[config.mk]
export PLATFORM = sky130hd
export DESIGN_NAME = decode_hazard_ctrl_flat
export DESIGN_NICKNAME = d
export VERILOG_FILES = /design/src/rtl/decode_hazard_ctrl_if.sv /design/src/rtl/decode_hazard_ctrl.sv /design/src/flat_wrapper.sv
export SDC_FILE = /design/constraint.sdc
export NUM_CORES = 1
export LEC_CHECK = 0
export ABC_AREA = 1
export CAP_MARGIN = 20
export CORE_MARGIN = 5
export CORE_UTILIZATION = 47
export DETAILED_ROUTE_END_ITERATION = 10
export PLACE_DENSITY = 0.76
export SLEW_MARGIN = 25
export SYNTH_ARGS = -nofsm -noshare
export SYNTH_HDL_FRONTEND = slang
export SYNTH_SLANG_ARGS = --single-unit
[constraint.sdc]
create_clock -name clk_i -period 4.93 [get_ports clk_i]
set_input_delay 0.986 -clock clk_i [delete_from_list [all_inputs] [get_ports clk_i]]
set_output_delay 0.986 -clock clk_i [all_outputs]
set_load 0.05 [all_outputs]
[src/rtl/decode_hazard_ctrl_if.sv]
// Decode-to-register-fetch handshake, scoreboard writeback and flush signals.
// master drives decode/rfetch-ready/writeback/flush; slave is the hazard controller.
interface decode_hazard_ctrl_if #(
  parameter int unsigned REG_W = 5
);
  logic             dec_v;
  logic [REG_W-1:0] dec_rs1;
  logic             dec_rs1_v;
  logic [REG_W-1:0] dec_rs2;
  logic             dec_rs2_v;
  logic [REG_W-1:0] dec_rd;
  logic             dec_rd_w_v;
  logic             dec_ready;
  logic             issue_v;
  logic             rf_ready;
  logic             wb_v;
  logic [REG_W-1:0] wb_rd;
  logic             flush;

  modport master (
    output dec_v, dec_rs1, dec_rs1_v, dec_rs2, dec_rs2_v, dec_rd, dec_rd_w_v,
    output rf_ready, wb_v, wb_rd, flush,
    input  dec_ready, issue_v
  );

  modport slave (
    input  dec_v, dec_rs1, dec_rs1_v, dec_rs2, dec_rs2_v, dec_rd, dec_rd_w_v,
    input  rf_ready, wb_v, wb_rd, flush,
    output dec_ready, issue_v
  );
endinterface

[src/rtl/decode_hazard_ctrl.sv]
// Decode/rfetch issue scheduler with a per-register in-flight write scoreboard.
// Optional RVGA_HAZ_BYPASS_EN: a same-cycle retiring last write clears the read hazard.
module decode_hazard_ctrl #(
  parameter int unsigned NUM_REGS     = 32,
  parameter int unsigned REG_W        = 5,
  parameter int unsigned MAX_INFLIGHT = 3,
  parameter int unsigned STALL_CNT_W  = 16
) (
  input  logic                   clk_i,
  input  logic                   rst_ni,
  decode_hazard_ctrl_if.slave    bus,
  output logic [1:0]             state_o,
  output logic [STALL_CNT_W-1:0] stall_cnt_o,
  output logic                   sb_err_o
);

  localparam int unsigned CW = $clog2(MAX_INFLIGHT + 1);

  typedef enum logic [1:0] {
    StRun   = 2'd0,
    StStall = 2'd1,
    StDrain = 2'd2
  } state_e;

  state_e                 state_q, state_d;
  logic [CW-1:0]          cnt_q [NUM_REGS];
  logic [CW-1:0]          cnt_d [NUM_REGS];
  logic [STALL_CNT_W-1:0] stall_q, stall_d;
  logic                   sb_err_q, sb_err_d;

  logic [NUM_REGS-1:0] pend;
  logic                hazard;
  logic                issue_v;
  logic                fire;
  logic                all_idle;

  always_comb begin
    for (int unsigned r = 0; r < NUM_REGS; r++) begin
      pend[r] = (r != 0) && (cnt_q[r] != '0);
`ifdef RVGA_HAZ_BYPASS_EN
      if (bus.wb_v && (bus.wb_rd == REG_W'(r)) && (cnt_q[r] == CW'(1))) begin
        pend[r] = 1'b0;
      end
`endif
    end
  end

  always_comb begin
    hazard = (bus.dec_rs1_v && pend[bus.dec_rs1]) ||
             (bus.dec_rs2_v && pend[bus.dec_rs2]) ||
             (bus.dec_rd_w_v && (cnt_q[bus.dec_rd] == CW'(MAX_INFLIGHT)));
    // Reset gates the handshake combinationally so nothing leaks out while held.
    issue_v = rst_ni && bus.dec_v && !hazard && !bus.flush && (state_q != StDrain);
    fire    = issue_v && bus.rf_ready;
  end

  assign bus.issue_v   = issue_v;
  assign bus.dec_ready = fire;

  always_comb begin
    for (int unsigned r = 0; r < NUM_REGS; r++) begin
      logic inc, dec;
      cnt_d[r] = cnt_q[r];
      inc = fire && bus.dec_rd_w_v && (bus.dec_rd == REG_W'(r));
      dec = bus.wb_v && (bus.wb_rd == REG_W'(r)) && (cnt_q[r] != '0);
      if (r == 0) begin
        cnt_d[r] = '0;
      end else if (inc && !dec) begin
        cnt_d[r] = cnt_q[r] + CW'(1);
      end else if (dec && !inc) begin
        cnt_d[r] = cnt_q[r] - CW'(1);
      end
    end
  end

  always_comb begin
    all_idle = 1'b1;
    for (int unsigned r = 0; r < NUM_REGS; r++) begin
      if (cnt_q[r] != '0) all_idle = 1'b0;
    end
  end

  always_comb begin
    state_d = state_q;
    if (bus.flush) begin
      state_d = StDrain;
    end else begin
      case (state_q)
        StDrain: state_d = all_idle ? StRun : StDrain;
        StRun, StStall: state_d = (bus.dec_v && hazard) ? StStall : StRun;
        default: state_d = StRun;
      endcase
    end
  end

  always_comb begin
    stall_d = stall_q;
    if ((state_q == StStall) && (stall_q != '1)) begin
      stall_d = stall_q + STALL_CNT_W'(1);
    end
    sb_err_d = sb_err_q || (bus.wb_v && (cnt_q[bus.wb_rd] == '0));
  end

  always_ff @(posedge clk_i or negedge rst_ni) begin
    if (!rst_ni) begin
      state_q  <= StRun;
      stall_q  <= '0;
      sb_err_q <= 1'b0;
      for (int unsigned r = 0; r < NUM_REGS; r++) begin
        cnt_q[r] <= '0;
      end
    end else begin
      state_q  <= state_d;
      stall_q  <= stall_d;
      sb_err_q <= sb_err_d;
      for (int unsigned r = 0; r < NUM_REGS; r++) begin
        cnt_q[r] <= cnt_d[r];
      end
    end
  end

  assign state_o     = state_q;
  assign stall_cnt_o = stall_q;
  assign sb_err_o    = sb_err_q;

endmodule

[src/flat_wrapper.sv]
// flat-port wrapper written by rule: the top's interface ports become plain ports
module decode_hazard_ctrl_flat 
#(
  parameter int unsigned NUM_REGS     = 32,
  parameter int unsigned REG_W        = 5,
  parameter int unsigned MAX_INFLIGHT = 3,
  parameter int unsigned STALL_CNT_W  = 16
)
  (clk_i, rst_ni, state_o, stall_cnt_o, sb_err_o, bus_dec_v, bus_dec_rs1, bus_dec_rs1_v, bus_dec_rs2, bus_dec_rs2_v, bus_dec_rd, bus_dec_rd_w_v, bus_rf_ready, bus_wb_v, bus_wb_rd, bus_flush, bus_dec_ready, bus_issue_v);
  decode_hazard_ctrl_if #(.REG_W(REG_W)) bus_i ();
  input  logic clk_i;
  input  logic rst_ni;
  output logic [1:0] state_o;
  output logic [STALL_CNT_W-1:0] stall_cnt_o;
  output logic sb_err_o;
  input wire logic [$bits(bus_i.dec_v)-1:0] bus_dec_v;
  input wire logic [$bits(bus_i.dec_rs1)-1:0] bus_dec_rs1;
  input wire logic [$bits(bus_i.dec_rs1_v)-1:0] bus_dec_rs1_v;
  input wire logic [$bits(bus_i.dec_rs2)-1:0] bus_dec_rs2;
  input wire logic [$bits(bus_i.dec_rs2_v)-1:0] bus_dec_rs2_v;
  input wire logic [$bits(bus_i.dec_rd)-1:0] bus_dec_rd;
  input wire logic [$bits(bus_i.dec_rd_w_v)-1:0] bus_dec_rd_w_v;
  input wire logic [$bits(bus_i.rf_ready)-1:0] bus_rf_ready;
  input wire logic [$bits(bus_i.wb_v)-1:0] bus_wb_v;
  input wire logic [$bits(bus_i.wb_rd)-1:0] bus_wb_rd;
  input wire logic [$bits(bus_i.flush)-1:0] bus_flush;
  output wire logic [$bits(bus_i.dec_ready)-1:0] bus_dec_ready;
  output wire logic [$bits(bus_i.issue_v)-1:0] bus_issue_v;
  assign bus_i.dec_v = bus_dec_v;
  assign bus_i.dec_rs1 = bus_dec_rs1;
  assign bus_i.dec_rs1_v = bus_dec_rs1_v;
  assign bus_i.dec_rs2 = bus_dec_rs2;
  assign bus_i.dec_rs2_v = bus_dec_rs2_v;
  assign bus_i.dec_rd = bus_dec_rd;
  assign bus_i.dec_rd_w_v = bus_dec_rd_w_v;
  assign bus_i.rf_ready = bus_rf_ready;
  assign bus_i.wb_v = bus_wb_v;
  assign bus_i.wb_rd = bus_wb_rd;
  assign bus_i.flush = bus_flush;
  assign bus_dec_ready = bus_i.dec_ready;
  assign bus_issue_v = bus_i.issue_v;
  decode_hazard_ctrl #(.NUM_REGS(NUM_REGS), .REG_W(REG_W), .MAX_INFLIGHT(MAX_INFLIGHT), .STALL_CNT_W(STALL_CNT_W)) u_core (.clk_i(clk_i), .rst_ni(rst_ni), .bus(bus_i), .state_o(state_o), .stall_cnt_o(stall_cnt_o), .sb_err_o(sb_err_o));
endmodule
==> impl_metrics.toml <==
[run_status]
status = "finished, final reports clean"

[timing]
drv_slew = 0
slew_headroom = 0.5296
min_period_ns = 4.548
fin_setup_tns_ns = 0
fmax_ghz = 0.2199
setup_violations = 0
fin_crit_sh = 0.9225
rsz0062_at_grt = "false"
finClkSkew_ns = 0.009818
finalHoldViolCount = 0
worst_pin_slew_ns = 0.7034

[power_and_ir_drop]
peakVddDrop_mv = 0.1748
powerDensity_mw_per_mm2 = 376.4
leakagePower_nw = 3.404

[finish]
utilization = 0.5485
drive_gt1_frac = 0.07225
nNetsFinal = 1011
diodes = 0
instances_no_fill = 1131
syn_to_final_growth_pct = 14.63

[synth]
netlist_instances = 909
synth_seq_cells = 81
syn_avg_cell_area_um2 = 6.970
synth_fp_nets = 970
yosysMostFrequentCell = "nand2_1"
ys.flop_type = "dfrtp_1"
synth_edf_count = 0
synth.top_cells.by_count = "nand2_1, nand3_1, inv_1"
yosysTopAreaCellShare = 0.3199
synth_area_mm2 = 0.006336
yosys-top-cells-area = "dfrtp_1, nand2_1, nand3_1"
ys_seq_area_frac = 0.3199
ys.warnings.count = 0
synth.largest_area_cell = "dfrtp_1"
synth_cell_types = 30
synthArstFlopShare = 1.000

[drt]
postRouteAntennaNets = 0
routed_wl_um = 17330
drc = 0
drt_iter0_drc = 717
wl_per_cell_um = 15.33
routed_via_density = 5.378
first_pass_iters = 5
num_vias = 6083

[grt]
grt_use_total = 0.2275
grt-ovfl-total = 0
grt_max_degree = 49
grt_pass1_wl_um = 29100
antenna_found_initial = 1
grt_pass1_vias = 5922

[floorplanning]
dieWidth_um = 126.1
fp.coreArea_mm2 = 0.01324
die_h_um = 126.1
boundaryPins = 50
dieArea_mm2 = 0.01590
rows = 42
initial_utilization = 0.4785

[setup_path]
crit_path_frequent_cell = "nor2_1"
endpoint = "bus_dec_ready"
rr_endpoint = "u_core.cnt_q[27]"
ff2ff_path_depth = 16
critical_path.max_stage_delay_ns = 0.72
r2r-start = "u_core.cnt_q[60]"
crit_path_start = "bus_dec_rd[1]"
cp.arrival_ns = 3.56
worstPathRequired_ns = 3.94
critPathMaxFanout = 15
rrSetupSlack_ns = 1.88
path_cells = "clkdlybuf4s50_1 -> inv_2 -> nor2_2 -> nand2_1 -> nand4_1 -> nand2_1 -> nand2_1 -> nor2_1 -> nor2_1 -> nor2_1 -> nor2_1 -> nor2_2 -> and3_1 -> buf_4"
cp-start-kind = "input pin"
slowest_stage = "clkdlybuf4s50_1"
cp-end-kind = "primary output"
setup.worst_path.class = "in -> out"

[clock_tree]
clock-sinks = 81
clkTransAtPathRegs_ns = 0.06
cts_root_buf = "clkbuf_16"
hold_buffers = 0
cts_tree = "done"
h-tree-depth = 3
post_cts_resized = 0
numCtsBuffers = 9
cts_setup_buffers = 0
clockBufferDepth = 2
clock_latency_ns = 0.36

[worst_hold_path]
hold_path_class = "reg -> reg"

[placed_design]
globalplace.congestion = 0.9510
dpl.hpwl_um = 13170
numPortBuffers = 49
place_inst = 1115

[flow_run]
max_cap_viol_count = 0
-- kinds of logic after synthesis --
group / count (synthesis) / synth area share
compound gates: 99 / 0.08195
xor+xnor: 77 / 0.1064
fa+ha+maj: 32 / 0.06319
buf+inv: 141 / 0.09439
flops: 81 / 0.3199
simple gates: 479 / 0.3341
-- layout make-up --
class	instances	area [µm²]
Sequential cell	81	2027
Timing Repair Buffer	62	605.6
Fill cell	1295	5979
Inverter	109	409.1
Clock inverter	5	37.54
Clock buffer	11	252.7
Tap cell	176	220.2
Multi-Input combinational cell	687	3711
-- report_power, final --
group / switching, W / total, W / internal [W]
clock network: 0.000291 / 0.000663 / 0.000371
logic: 0.000675 / 0.00101 / 0.000331
registers: 0.000174 / 0.00107 / 0.000891
-- metal layers --
metal / vias up / global-route usage / part of all wire
li1: 3010 / - / -
met1: 2779 / 0.3071 / 0.44
met2: 254 / 0.3505 / 0.44
met3: 38 / 0.06520 / 0.096
met4: 2 / 0.07886 / 0.022
met5: - / 0 / 0.00081
-- worst max-delay path: cells and delay by family --
family                 cells  cell delay [ns]
AND/OR/NAND/NOR           11             1.44
buffers and inverters      3             1.12
-- sequential cells by signal (all words and copies together) (netlist names) --
register / cells
u_core.cnt_q: 62
u_core.sb_err_o: 1
u_core.stall_cnt_o: 16
u_core.state_o: 2
-- cell usage in the layout, fill, tap and decap left out, drive strengths merged, types with 4 or more instances in the layout --
cell type,synthesis,layout
a21oi,42,42
a41oi,4,4
buf,17,16
clkbuf,15,11
clkdlybuf4s50,0,46
dfrtp,81,81
ha,32,32
inv,108,110
nand2,242,242
nand3,127,127
nand4,11,11
nor2,84,84
nor3,5,5
nor4,8,8
o21ai,50,50
xnor2,36,36
xor2,41,41
-- through the flow --
step           total power [W]  setup WS [ns]  hold WS (ns)  area (µm²)
4_1_cts               0.002727         0.4163        0.4756        7263
6_report              0.002734         0.3823        0.4708        7263
2_1_floorplan         0.001748         0.8101        0.4458        6336
3_3_place_gp          0.002033         0.4863        0.4447        6973
3_5_place_dp          0.002055         0.4113        0.4646        6973
5_1_grt               0.002935         0.1228        0.4845        7263
-- worst min path at each step --
| stage | cells after the start | startpoint | endpoint | slack [ns] |
|---|---|---|---|---|
| floorplan | 1 | u_core.cnt_q[0] | u_core.cnt_q[0] | 0.45 |
| global placement | 1 | u_core.sb_err_o | u_core.sb_err_o | 0.44 |
| detailed placement | 1 | u_core.cnt_q[38] | u_core.cnt_q[38] | 0.46 |
| CTS | 1 | u_core.cnt_q[38] | u_core.cnt_q[38] | 0.48 |
| global route | 1 | u_core.cnt_q[54] | u_core.cnt_q[54] | 0.48 |
| finish | 1 | u_core.cnt_q[38] | u_core.cnt_q[38] | 0.47 |
Note: power is estimated with default switching activity, not from simulation.
